File: src/rtl/motor_arm_ctrl.sv
// motor_arm_ctrl: arming, spin-up and failsafe sequencer gating four motor commands
module motor_arm_ctrl #(
  parameter int TICK_DIV       = 50000,
  parameter int ARM_HOLD_MS    = 1000,
  parameter int DISARM_HOLD_MS = 1000,
  parameter int SPINUP_MS      = 500,
  parameter int FAILSAFE_MS    = 100,
  parameter int FS_HOLD_MS     = 3000,
  parameter int STICK_LOW      = 50,
  parameter int STICK_HIGH     = 950,
  parameter int IDLE_VAL       = 50,
  parameter int MOTOR_MAX      = 999,
  parameter int FS_VAL         = 400
) (
  input  logic        clk,
  input  logic        RST,
  input  logic        frame_valid,
  input  logic [9:0]  thr,
  input  logic [9:0]  yaw,
  input  logic [47:0] motor_in,
  output logic [47:0] motor_out,
  output logic        armed,
  output logic        failsafe,
  output logic        pid_rst,
  output logic [2:0]  state
);
  typedef enum logic [2:0] {
    S_DISARMED  = 3'd0,
    S_ARMING    = 3'd1,
    S_SPINUP    = 3'd2,
    S_ARMED     = 3'd3,
    S_DISARMING = 3'd4,
    S_FAILSAFE  = 3'd5
  } state_t;
  localparam int TW = TICK_DIV > 1 ? $clog2(TICK_DIV) : 1;
  localparam logic [TW-1:0] P_TLAST = TW'(TICK_DIV - 1);
  localparam logic [9:0]  P_LO   = 10'(STICK_LOW);
  localparam logic [9:0]  P_HI   = 10'(STICK_HIGH);
  localparam logic [11:0] P_IDLE = 12'(IDLE_VAL);
  localparam logic [11:0] P_MAX  = 12'(MOTOR_MAX);
  localparam logic [11:0] P_FS   = 12'(FS_VAL);
  localparam logic [15:0] P_WD   = 16'(FAILSAFE_MS);
  localparam logic [16:0] P_ARM  = 17'(ARM_HOLD_MS);
  localparam logic [16:0] P_DIS  = 17'(DISARM_HOLD_MS);
  localparam logic [16:0] P_SPIN = 17'(SPINUP_MS);
  localparam logic [16:0] P_FSH  = 17'(FS_HOLD_MS);
  logic [TW-1:0] r_tick_cnt;
  logic [9:0]    r_thr, r_yaw;
  logic [15:0]   r_wd, r_ms;
  logic          r_seen;
  state_t        r_state, w_nx;
  logic          w_tick, w_link_ok, w_arm_g, w_dis_g;
  logic [16:0]   w_ms_nx;
  logic [47:0]   w_clamp, w_motor_nx;
  assign w_tick    = r_tick_cnt == P_TLAST;
  assign w_link_ok = r_seen && r_wd < P_WD;
  assign w_arm_g   = r_thr < P_LO && r_yaw > P_HI;
  assign w_dis_g   = r_thr < P_LO && r_yaw < P_LO;
  // Hold intervals complete on the tick that would bring the counter to N
  assign w_ms_nx   = {1'b0, r_ms} + {16'd0, w_tick};
  for (genvar i = 0; i < 4; i++) begin : g_lane
    logic [11:0] w_m;
    assign w_m = motor_in[12*i +: 12];
    assign w_clamp[12*i +: 12] = w_m > P_MAX ? P_MAX : w_m < P_IDLE ? P_IDLE : w_m;
  end
  always_comb begin
    w_nx = S_DISARMED;
    case (r_state)
      S_DISARMED:  w_nx = (w_link_ok && w_arm_g) ? S_ARMING : S_DISARMED;
      S_ARMING:    w_nx = (!w_link_ok || !w_arm_g) ? S_DISARMED : w_ms_nx >= P_ARM ? S_SPINUP : S_ARMING;
      S_SPINUP:    w_nx = !w_link_ok ? S_DISARMED : w_ms_nx >= P_SPIN ? S_ARMED : S_SPINUP;
      S_ARMED:     w_nx = !w_link_ok ? S_FAILSAFE : w_dis_g ? S_DISARMING : S_ARMED;
      S_DISARMING: w_nx = !w_link_ok ? S_FAILSAFE : !w_dis_g ? S_ARMED :
                          w_ms_nx >= P_DIS ? S_DISARMED : S_DISARMING;
      S_FAILSAFE:  w_nx = w_ms_nx >= P_FSH ? S_DISARMED : S_FAILSAFE;
      default:     w_nx = S_DISARMED;
    endcase
  end
  // Outputs are derived from the next state so they switch together with it
  assign w_motor_nx = (w_nx == S_ARMED || w_nx == S_DISARMING) ? w_clamp :
                      w_nx == S_SPINUP   ? {4{P_IDLE}} :
                      w_nx == S_FAILSAFE ? {4{P_FS}} : '0;
  always_ff @(posedge clk) begin
    if (RST) begin
      r_tick_cnt <= '0;
      r_thr      <= 10'd500;
      r_yaw      <= 10'd500;
      r_wd       <= P_WD;
      r_seen     <= 1'b0;
      r_ms       <= '0;
      r_state    <= S_DISARMED;
      motor_out  <= '0;
      armed      <= 1'b0;
      failsafe   <= 1'b0;
      pid_rst    <= 1'b1;
    end else begin
      r_tick_cnt <= w_tick ? '0 : r_tick_cnt + 1'b1;
      r_thr      <= frame_valid ? thr : r_thr;
      r_yaw      <= frame_valid ? yaw : r_yaw;
      r_wd       <= frame_valid ? '0 : (w_tick && r_wd < P_WD) ? r_wd + 16'd1 : r_wd;
      r_seen     <= r_seen || frame_valid;
      r_ms       <= w_nx != r_state ? '0 : (w_tick && r_ms != '1) ? r_ms + 16'd1 : r_ms;
      r_state    <= w_nx;
      motor_out  <= w_motor_nx;
      armed      <= w_nx == S_SPINUP || w_nx == S_ARMED || w_nx == S_DISARMING;
      failsafe   <= w_nx == S_FAILSAFE;
      pid_rst    <= !(w_nx == S_ARMED || w_nx == S_DISARMING);
    end
  end
  assign state = r_state;
endmodule

File: config.mk
export PLATFORM = sky130hd
export DESIGN_NAME = motor_arm_ctrl
export DESIGN_NICKNAME = d
export VERILOG_FILES = /design/src/rtl/motor_arm_ctrl.sv
export SDC_FILE = /design/constraint.sdc
export NUM_CORES = 1
export LEC_CHECK = 0
export BUFFER_PORTS_ARGS = -buffer_cell sky130_fd_sc_hd__buf_2
export CAP_MARGIN = 0
export CORE_UTILIZATION = 50
export CTS_CLUSTER_SIZE = 20
export DETAILED_ROUTE_END_ITERATION = 10
export GPL_ROUTABILITY_DRIVEN = 0
export GPL_TIMING_DRIVEN = 0
export PLACE_DENSITY_LB_ADDON = 0.3
export SLEW_MARGIN = 5
export SYNTH_ARGS = -nofsm -noshare
export SYNTH_HDL_FRONTEND = slang
export SYNTH_SLANG_ARGS = --single-unit
File: constraint.sdc
create_clock -name clk -period 4.3 [get_ports clk]
set_input_delay 0.215 -clock clk [delete_from_list [all_inputs] [get_ports clk]]
set_output_delay 0.215 -clock clk [all_outputs]
set_load 0.05 [all_outputs]
==> results.json, run 1 <==
{
  "outcome": "complete, no violations",
  "insertion_delay_ns": 0.53,
  "clock_path_buffers": 2,
  "intPower_w": 0.00217,
  "h-tree-depth": 4,
  "cts_root_buf": "clkbuf_8",
  "cts.sink_count": 122,
  "r2r_start": "r_tick_cnt[0]",
  "grt_max_degree": 17,
  "path_max_fanout": 10,
  "grt_usage_pct": 28.3,
  "rows": 37,
  "die_x_um": 106,
  "yosys_warnings": 0,
  "r2r-end": "motor_out[28]",
  "drive_above_1_share_pct": 23.5,
  "swShare_pct": 23.4,
  "p_leak_nw": 3.14,
  "seqPwrFrac_pct": 41.1,
  "seq_area_frac_synth_pct": 45.5,
  "hold_ws_ns": 0.0289,
  "cp-end-kind": "register",
  "p_per_area_nw_per_um2": 380,
  "netlist_area_um2": 5370,
  "syn2layout_area_growth_pct": 38.6,
  "setup_viol": 0,
  "slew_viol_final": 0,
  "pin_count": 125,
  "drc": 0,
  "synth_top_flop_cell": "dfxtp_1",
  "final_cell_mix": "buf_2, dfxtp_1, nor2_1",
  "antenna_found_initial": 1,
  "hold_viol": 0,
  "cts_tree": "done",
  "syn_area_per_cell_um2": 8.95,
  "path_clk_slew_ns": 0.06,
  "r2r_setup_slack_ns": 0.18,
  "fmax_mhz": 243,
  "vdd.ir_drop.worst_v": 0.000275,
  "min_delay_path_depth": 2,
  "cp_data_arrival_time_ns": 4.57,
  "worstHoldStart": "RST",
  "finalWorstSetupSlack_ns": 0.185,
  "yosys.cell_types.count": 67,
  "hpwl_um": 9680,
  "ys_seq_elements": 122,
  "fp.dieH_um": 106,
  "wl_per_cell_um": 16.3,
  "vias": 5413,
  "holdPathEnd": "state[2]",
  "firstDrtPassIters": 5,
  "wl_um": 15600,
  "grt_overflow": 0,
  "drv_cap": 0,
  "power_frac_comb_pct": 6.6,
  "start_util_pct": 51.8,
  "numCtsBuffers": 17,
  "port_buffers": 123,
  "relSlewSlack_pct": 52.9,
  "ant_nets": 0,
  "grt_first_pass_wirelength_um": 24800,
  "tightest_slew_ns": 0.697,
  "first_global_vias": 5276,
  "finalCritPeriodShare_pct": 95.7,
  "holdCritPathClass": "in2reg",
  "synth_edf_count": 0,
  "required_ns": 4.75,
  "final_common_cell": "buf_2",
  "synth_async_sr_flop_share_pct": 0,
  "dp_worst_setup_slack_ns": -0.350,
  "syn-instance-count": 600,
  "drt_iter0_markers": 413,
  "core_um2": 10400,
  "power_frac_clock_pct": 52.3,
  "start_kind": "register",
  "finalCriticalPeriod_ns": 4.12,
  "viasPerCell": 5.65,
  "die-area_um2": 11200,
  "reg2reg_depth": 16,
  "path_class": "reg2reg",
  "fin_skew_ns": 0.0106,
  "p_sw_w": 0.000661,
  "finalNetCount": 884
}
per-layer routing:
layer  up-vias  share of wire [%]  global-route usage, %
li1       2574                  -                      -
met1      2523                 39                   31.2
met2       264                 51                   50.7
met3        52                6.3                   6.80
met4         0                3.1                   13.7
met5         -                  0                      0
kinds of logic after synthesis:
| family | share of synthesized area [%] |
|---|---|
| buffers and inverters | 3.38 |
| AOI/OAI and AO/OA | 16.0 |
| and+or+nand+nor | 26.0 |
| xor gates and xnor gates | 6.04 |
| adders and majority gates | 1.17 |
| other | 0.0698 |
| DFF | 45.5 |
| muxes | 1.86 |
sequential cells by signal (all words and copies together), names as in the netlist:
signal / cells
pid_rst: 1
r_ms: 16
motor_out: 48
armed: 1
state: 3
failsafe: 1
r_seen: 1
r_wd: 16
r_tick_cnt: 16
r_yaw: 10
r_thr: 9
worst max path at each step:
stage	slack [ns]	to	cells past startpoint	start
after floorplan	0.59	motor_out[28]	17	r_tick_cnt[0]
after global placement	-0.1	r_ms[12]	18	r_tick_cnt[0]
after detailed placement	-0.35	motor_out[29]	16	r_tick_cnt[0]
after CTS	0.03	r_ms[10]	17	r_tick_cnt[0]
after global routing	-0.03	motor_out[36]	15	r_tick_cnt[0]
final	0.18	motor_out[28]	16	r_tick_cnt[0]
worst max-delay path, stage by stage, from the launching register on:
cell,delay [ns]
dfxtp_1,0.38
ha_1,0.20
and3_1,0.26
nand4_1,0.19
inv_1,0.10
ha_1,0.26
ha_4,0.23
nand3_1,0.20
nor4_1,0.24
o22ai_1,0.16
or3_1,0.42
o2111ai_2,0.43
o31a_2,0.34
nand2_2,0.10
buf_6,0.15
a32o_1,0.25
a21oi_1,0.13
through the flow:
stage	TNS (ns)	total power, W	std cells	utilization [%]	instance area [µm²]
floorplan	0	0.00126	607	-	5400
global placement	-1.50	0.00132	866	59.6	6180
detailed placement	-12.24	0.00133	866	59.6	6180
CTS	0	0.00284	955	71.2	7380
global route	-0.139	0.00291	958	71.8	7440
finish	0	0.00283	958	71.8	7440
power by group through the flow:
stage / sequential, W / combinational [W] / clock [W]
finish: 0.00116 / 0.000186 / 0.00148
global route: 0.00117 / 0.000200 / 0.00155
CTS: 0.00116 / 0.000177 / 0.00149
detailed placement: 0.00119 / 0.000139 / 0
global placement: 0.00119 / 0.000133 / 0
floorplan: 0.00120 / 0.0000615 / 0
final cells by class:
cell class,instances,area [µm²]
Fill cell,747,2930
Multi-Input combinational cell,448,2820
Sequential cell,122,2440
Timing Repair Buffer,183,1210
Clock buffer,19,442
Clock inverter,13,179
Tap cell,136,170
Buffer,28,150
Inverter,8,30.0
Antenna cell,1,2.50
what timing repair did:
action,in CTS,in global routing
hold buffers,56,0
endpoints found under the setup margin,58,49
hold endpoints to repair,47,0
gates resized for setup,2,7
setup buffers,2,2
pin swaps,1,1
cells in the mapped netlist, drive strengths merged, types with 3 or more instances:
master | n | area share (%)
xnor2 | 18 | 2.9
a31oi | 5 | 0.58
and2 | 17 | 2.0
nor2b | 15 | 1.7
o31ai | 4 | 0.56
nor2 | 75 | 5.2
nand3 | 20 | 2.0
or3 | 3 | 0.35
nor3b | 3 | 0.42
a211o | 13 | 2.1
and3 | 8 | 0.93
dfxtp | 122 | 45
nand4 | 18 | 2.2
ha | 5 | 1.2
nor3 | 35 | 3.4
xor2 | 19 | 3.1
nand2 | 39 | 2.8
o311ai | 8 | 1.4
nand2b | 4 | 0.47
nand4b | 4 | 0.65
nor4 | 9 | 1.2
nor4b | 6 | 1.3
o21ai | 33 | 3.1
buf | 17 | 2.0
inv | 8 | 0.56
o31a | 3 | 0.51
o21bai | 3 | 0.42
mux2i | 10 | 1.9
clkbuf | 12 | 0.84
and4 | 3 | 0.49
o22ai | 3 | 0.35
a21oi | 27 | 2.6
a32o | 4 | 0.75
(Power assumes the default switching activity.)
==> run 2, diff against run 1 <==
ABC_AREA = 1   (was unset)
==> run 2 against run 1 <==
Sequential share of layout area up 1.1 points; clock power decreased by 6%; die area is 6.9% higher; highest routed layer unchanged; critical endpoint is now motor_out[31]; final cell count up 15%; non-clock buffer count down 70; flip-flop and latch count is the same; global-route usage down 4.2 points; combinational power decreased by 18%; clock skew barely moved; largest power group unchanged; via count increased by 1.8%.
==> results.json, run 2 <==
{
  "outcome": "complete, no violations",
  "regMostFlops": "motor_out",
  "vias": 5511,
  "syn-instance-count": 797,
  "slew_viol_final": 0,
  "fmax_mhz": 270,
  "die_x_um": 109,
  "tns_ns": 0,
  "relSlewSlack_pct": 66.0,
  "path_clk_slew_ns": 0.05,
  "hold_ws_ns": 0.00699,
  "hpwl_um": 9920,
  "ant_nets": 0,
  "die-area_um2": 11900,
  "diodes": 0,
  "cts.sink_count": 122,
  "holdPathEnd": "r_thr[6]",
  "r2r_start": "r_tick_cnt[0]",
  "cp-end-kind": "register",
  "reg2reg_depth": 25,
  "r2r-end": "motor_out[31]",
  "grt_setup_unrepaired": "false",
  "grt_usage_pct": 24.1,
  "fin_skew_ns": 0.0103,
  "cts_tree": "done",
  "yosys.cell_types.count": 39,
  "synthTopCellsByCount": "nand2_1, nor2_1, dfxtp_1",
  "final_area_um2": 7200,
  "first_global_vias": 5101,
  "netlist_area_um2": 5740,
  "synth_most_common_cell": "nand2_1",
  "synth_area_leaders": "dfxtp_1, nand2_1, nor2_1",
  "post_dp_cell_area_um2": 6560,
  "finalCriticalPeriod_ns": 3.71,
  "synth_top_flop_cell": "dfxtp_1",
  "pin_count": 125,
  "yosys_warnings": 0,
  "wl_per_cell_um": 12.2,
  "fillCellCount": 994,
  "h-tree-depth": 4,
  "synth_top_area_share_pct": 42.5,
  "grt_max_degree": 17,
  "setup_viol": 0,
  "insertion_delay_ns": 0.42,
  "start_kind": "register",
  "p_per_area_nw_per_um2": 376,
  "synth_async_sr_flop_share_pct": 0,
  "numCtsBuffers": 17,
  "final_cell_mix": "nand2_1, nor2_1, buf_2",
  "viasPerCell": 5.00,
  "r2r_setup_slack_ns": 0.59,
  "path_class": "reg2reg",
  "drv_cap": 0,
  "syn2layout_area_growth_pct": 25.4,
  "antenna_found_initial": 0,
  "finalCritPeriodShare_pct": 86.3,
  "finalPower_w": 0.00271,
  "wl_um": 13500,
  "vdd.ir_drop.worst_v": 0.000242,
  "syn_area_per_cell_um2": 7.21,
  "grt_overflow": 0,
  "min_delay_path_depth": 3,
  "worstHoldStart": "thr[6]",
  "path_max_fanout": 10,
  "cts_root_buf": "clkbuf_16",
  "finalNetCount": 1025,
  "holdCritPathClass": "in2reg",
  "rows": 38,
  "cp_data_arrival_time_ns": 4.00,
  "yosys.area.top_type": "dfxtp_1",
  "grt_first_pass_wirelength_um": 22300,
  "start_util_pct": 52.1,
  "clock_path_buffers": 2,
  "tightest_slew_ns": 0.505,
  "drt_iter0_markers": 288,
  "required_ns": 4.59,
  "ys_seq_elements": 122,
  "drc": 0,
  "firstDrtPassIters": 5,
  "synth_edf_count": 0,
  "p_leak_nw": 3.34,
  "final_common_cell": "nand2_1",
  "hold_viol": 0,
  "port_buffers": 122,
  "largest_register_ffs": 48,
  "fp.dieH_um": 109,
  "seq_area_frac_synth_pct": 42.5,
  "core_um2": 11000,
  "drive_above_1_share_pct": 21.9
}
[run 2: cell types whose count changed after synthesis, sizes merged, moves of 10 or more]
| cell | delta |
|---|---|
| a211o | -13 |
| and2 | -14 |
| inv | +89 |
| nand2 | +120 |
| nand3 | +40 |
| nand4 | +10 |
| nor2 | +79 |
| nor2b | -15 |
| nor3b | +15 |
| xnor2 | -16 |
[run 2: final cells by class]
cell class | instances | area [µm²] | area share [%]
well taps | 140 | 175 | 2.43
clock inverters | 7 | 88.8 | 1.23
inverters | 98 | 368 | 5.11
flip-flops and latches | 122 | 2440 | 33.9
clock buffers | 25 | 495 | 6.88
plain buffers | 15 | 85.1 | 1.18
repair buffers | 126 | 651 | 9.03
multi-input cells | 569 | 2900 | 40.2
[run 2: through the flow]
step,util [%],std cells,setup slack (ns)
after detailed placement,59.4,1066,0.260
after floorplan,-,804,1.02
final,65.3,1102,0.591
after global routing,65.3,1102,0.0623
after global placement,59.4,1066,0.305
after CTS,65.1,1102,0.217
[run 2: what timing repair did]
item / 4_1_cts / 5_1_grt
endpoints found under the setup margin: 0 / 56
endpoints found under the hold margin: 4 / 0
hold buffers: 4 / 0
resized for setup: 0 / 4
setup buffers: 0 / 0
[run 2: worst max-delay path: stages (launching register included)]
cell	delay, ns
dfxtp_1	0.36
ha_1	0.19
nand2_1	0.07
nor2_1	0.14
nand2_1	0.14
nor4_4	0.35
ha_1	0.26
ha_1	0.25
nand3_1	0.14
nor2_1	0.20
nand3_1	0.10
nand2_1	0.07
nand2_1	0.04
nand2_1	0.15
nor2_1	0.06
nand2_1	0.05
nor2_1	0.04
nand2_2	0.08
nand2_1	0.07
nor2_2	0.13
nand2_1	0.11
nand2_1	0.08
nand2_1	0.05
nand2_1	0.11
buf_2	0.25
o21ai_1	0.09
[run 2: logic make-up after synthesis]
| family | after synthesis | synth area share (%) |
|---|---|---|
| XOR/XNOR | 18 | 2.74 |
| buffers and inverters | 113 | 7.88 |
| flip-flops | 122 | 42.5 |
| other | 1 | 0.0653 |
| adder cells (fa/ha/maj) | 5 | 1.09 |
| multiplexers | 2 | 0.349 |
| AO/OA/AOI/OAI | 78 | 7.17 |
| AND/OR/NAND/NOR | 458 | 38.2 |
[run 2: worst max path at each step]
stage	cells after the start	startpoint	end	slack [ns]
6_report	25	r_tick_cnt[0]	motor_out[31]	0.59
5_1_grt	23	r_tick_cnt[0]	motor_out[31]	0.06
4_1_cts	24	r_tick_cnt[0]	motor_out[28]	0.22
3_5_place_dp	24	r_tick_cnt[0]	motor_out[28]	0.26
3_3_place_gp	24	r_tick_cnt[0]	motor_out[28]	0.30
2_1_floorplan	25	r_tick_cnt[0]	r_ms[15]	1.02
[run 2: where the power goes]
part	switching (W)	internal, W	leakage [nW]
clock network	0.000480	0.000910	0.291
registers	0.0000124	0.00115	0.993
logic	0.0000961	0.0000559	2.06
[run 2: metal layers]
| layer | up-vias | GRT usage (%) | routed length (µm) |
|---|---|---|---|
| met5 | - | 0 | 0 |
| met4 | 0 | 11.3 | 337 |
| met3 | 34 | 6.52 | 712 |
| met2 | 125 | 40.1 | 6480 |
| met1 | 2465 | 28.7 | 5930 |
| li1 | 2887 | - | - |
==> run 3, diff against run 2 <==
==> constraint.sdc (replaced) <==
create_clock -name clk -period 4.3 [get_ports clk]
set_input_delay 0.86 -clock clk [delete_from_list [all_inputs] [get_ports clk]]
set_output_delay 0.86 -clock clk [all_outputs]
set_load 0.05 [all_outputs]
==> run 3 against run 2 <==
Flip-flop and latch count stayed put; fmax about the same; core utilization fell by 0.36 points; clock skew is essentially flat; sequential power about the same; die area unchanged; critical path type unchanged; largest cell class unchanged.
==> results.json, run 3 (synthesis gave the netlist of run 2 again) <==
{
  "numCtsBuffers": 17,
  "die-area_um2": 11900,
  "fin_skew_ns": 0.0105,
  "syn2layout_area_growth_pct": 24.7,
  "wl_per_cell_um": 12.2,
  "r2r_setup_slack_ns": 0.59,
  "holdCritPathClass": "reg2reg",
  "path_delay_family": "simple AND/OR/NAND/NOR gates",
  "hold_viol": 0,
  "grt_setup_unrepaired": "false",
  "cpMostUsedCell": "nand2_1",
  "grt_first_pass_wirelength_um": 22200,
  "outcome": "complete, no violations",
  "clock_path_buffers": 2,
  "postLayoutCoreUtil_pct": 64.9,
  "first_global_vias": 5074,
  "grt_overflow": 0,
  "regMostFlops": "motor_out",
  "slew_viol_final": 0,
  "p_leak_nw": 3.33,
  "h-tree-depth": 4,
  "worstHoldStart": "r_wd[14]",
  "finalCriticalPeriod_ns": 3.71,
  "p_per_area_nw_per_um2": 378,
  "vias": 5489,
  "ant_nets": 0,
  "finalNetCount": 1021,
  "r2r_start": "r_tick_cnt[0]",
  "finalWorstSetupSlack_ns": 0.591,
  "r2r-end": "motor_out[31]",
  "reg2reg_depth": 25,
  "path_clk_slew_ns": 0.05,
  "dp_worst_setup_slack_ns": 0.260,
  "cp_data_arrival_time_ns": 4.00,
  "tns_ns": 0,
  "pin_count": 125,
  "drive_above_1_share_pct": 22.0,
  "largest_register_ffs": 48,
  "start_util_pct": 52.1,
  "cp-end-kind": "register",
  "fillCellCount": 1007,
  "min_delay_path_depth": 2,
  "relSlewSlack_pct": 66.0,
  "grt_max_degree": 17,
  "tightest_slew_ns": 0.505,
  "final_cell_mix": "nand2_1, nor2_1, buf_2",
  "final_common_cell": "nand2_1",
  "path_class": "reg2reg",
  "drt_iter0_markers": 304,
  "drv_cap": 0,
  "critical_path.slowest_cell": "dfxtp_1",
  "diodes": 0,
  "max_stage_delay_ns": 0.36,
  "fp.dieH_um": 109,
  "drc": 0,
  "path_max_fanout": 10,
  "wl_um": 13400,
  "cts_tree": "done",
  "start_kind": "register",
  "setup_viol": 0,
  "core_um2": 11000,
  "required_ns": 4.59,
  "fmax_mhz": 270,
  "hpwl_um": 9920,
  "vdd.ir_drop.worst_v": 0.000242,
  "holdPathEnd": "r_wd[14]",
  "grt_usage_pct": 24.0,
  "port_buffers": 122,
  "viasPerCell": 5.00,
  "antenna_found_initial": 0,
  "rows": 38,
  "cts.sink_count": 122,
  "crit_path_start": "r_tick_cnt[0]",
  "firstDrtPassIters": 5,
  "finalCritPeriodShare_pct": 86.3,
  "cts_root_buf": "clkbuf_16",
  "critPathBufInv": 1,
  "die_x_um": 109,
  "insertion_delay_ns": 0.42
}
run 3: changes by cell type in the layout (fill, tap and decap cells not counted):
cell and change:
dlygate4sd3_1 -4
run 3: tightest hold or removal path: cells and delay by family (launching register included):
kind	cells	cell delay (ns)
flip-flops	1	0.31
buffers and inverters	1	0.05
AND/OR/NAND/NOR	1	0.03
run 3: timing repair:
| action | 4_1_cts | 5_1_grt |
|---|---|---|
| buffers inserted | 0 | 0 |
| hold buffers | 0 | 0 |
| setup endpoints to repair | 0 | 56 |
| resized for setup | 0 | 4 |
| hold endpoints to repair | 0 | 0 |
run 3: metrics by stage:
step / hold slack [ns] / std cells / total power [W] / instance area, µm²
6_report: 0.427 / 1098 / 0.00271 / 7160
5_1_grt: 0.445 / 1098 / 0.00279 / 7160
4_1_cts: 0.429 / 1098 / 0.00272 / 7140
3_5_place_dp: 0.421 / 1066 / 0.00134 / 6560
3_3_place_gp: 0.415 / 1066 / 0.00133 / 6560
2_1_floorplan: 0.408 / 804 / 0.00127 / 5770
run 3: power breakdown:
part | total [W] | switching [W] | internal, W
sequential | 0.00117 | 0.0000125 | 0.00115
combinational | 0.000149 | 0.0000956 | 0.0000535
clock | 0.00139 | 0.000481 | 0.000910
run 3: per-layer routing:
metal,wire (µm),GRT usage (%),vias to the layer above
li1,-,-,2878
met1,5970,28.7,2452
met2,6430,39.8,125
met3,665,6.52,34
met4,337,11.3,0
met5,0,0,-
run 3: layout make-up:
type,instances,area (µm²),area share [%]
multi-input cells,569,2900,40.5
clock buffers,25,495,6.92
clock inverters,7,88.8,1.24
well taps,140,175,2.45
flip-flops and latches,122,2440,34.1
inverters,98,368,5.14
plain buffers,15,85.1,1.19
repair buffers,122,611,8.52
run 3: worst max-delay path by stage:
| stage | to | slack [ns] | cells past startpoint |
|---|---|---|---|
| global placement | motor_out[28] | 0.30 | 24 |
| detailed placement | motor_out[28] | 0.26 | 24 |
| floorplan | r_ms[15] | 1.02 | 25 |
| finish | motor_out[31] | 0.59 | 25 |
| global route | motor_out[31] | 0.06 | 23 |
| CTS | motor_out[28] | 0.22 | 24 |
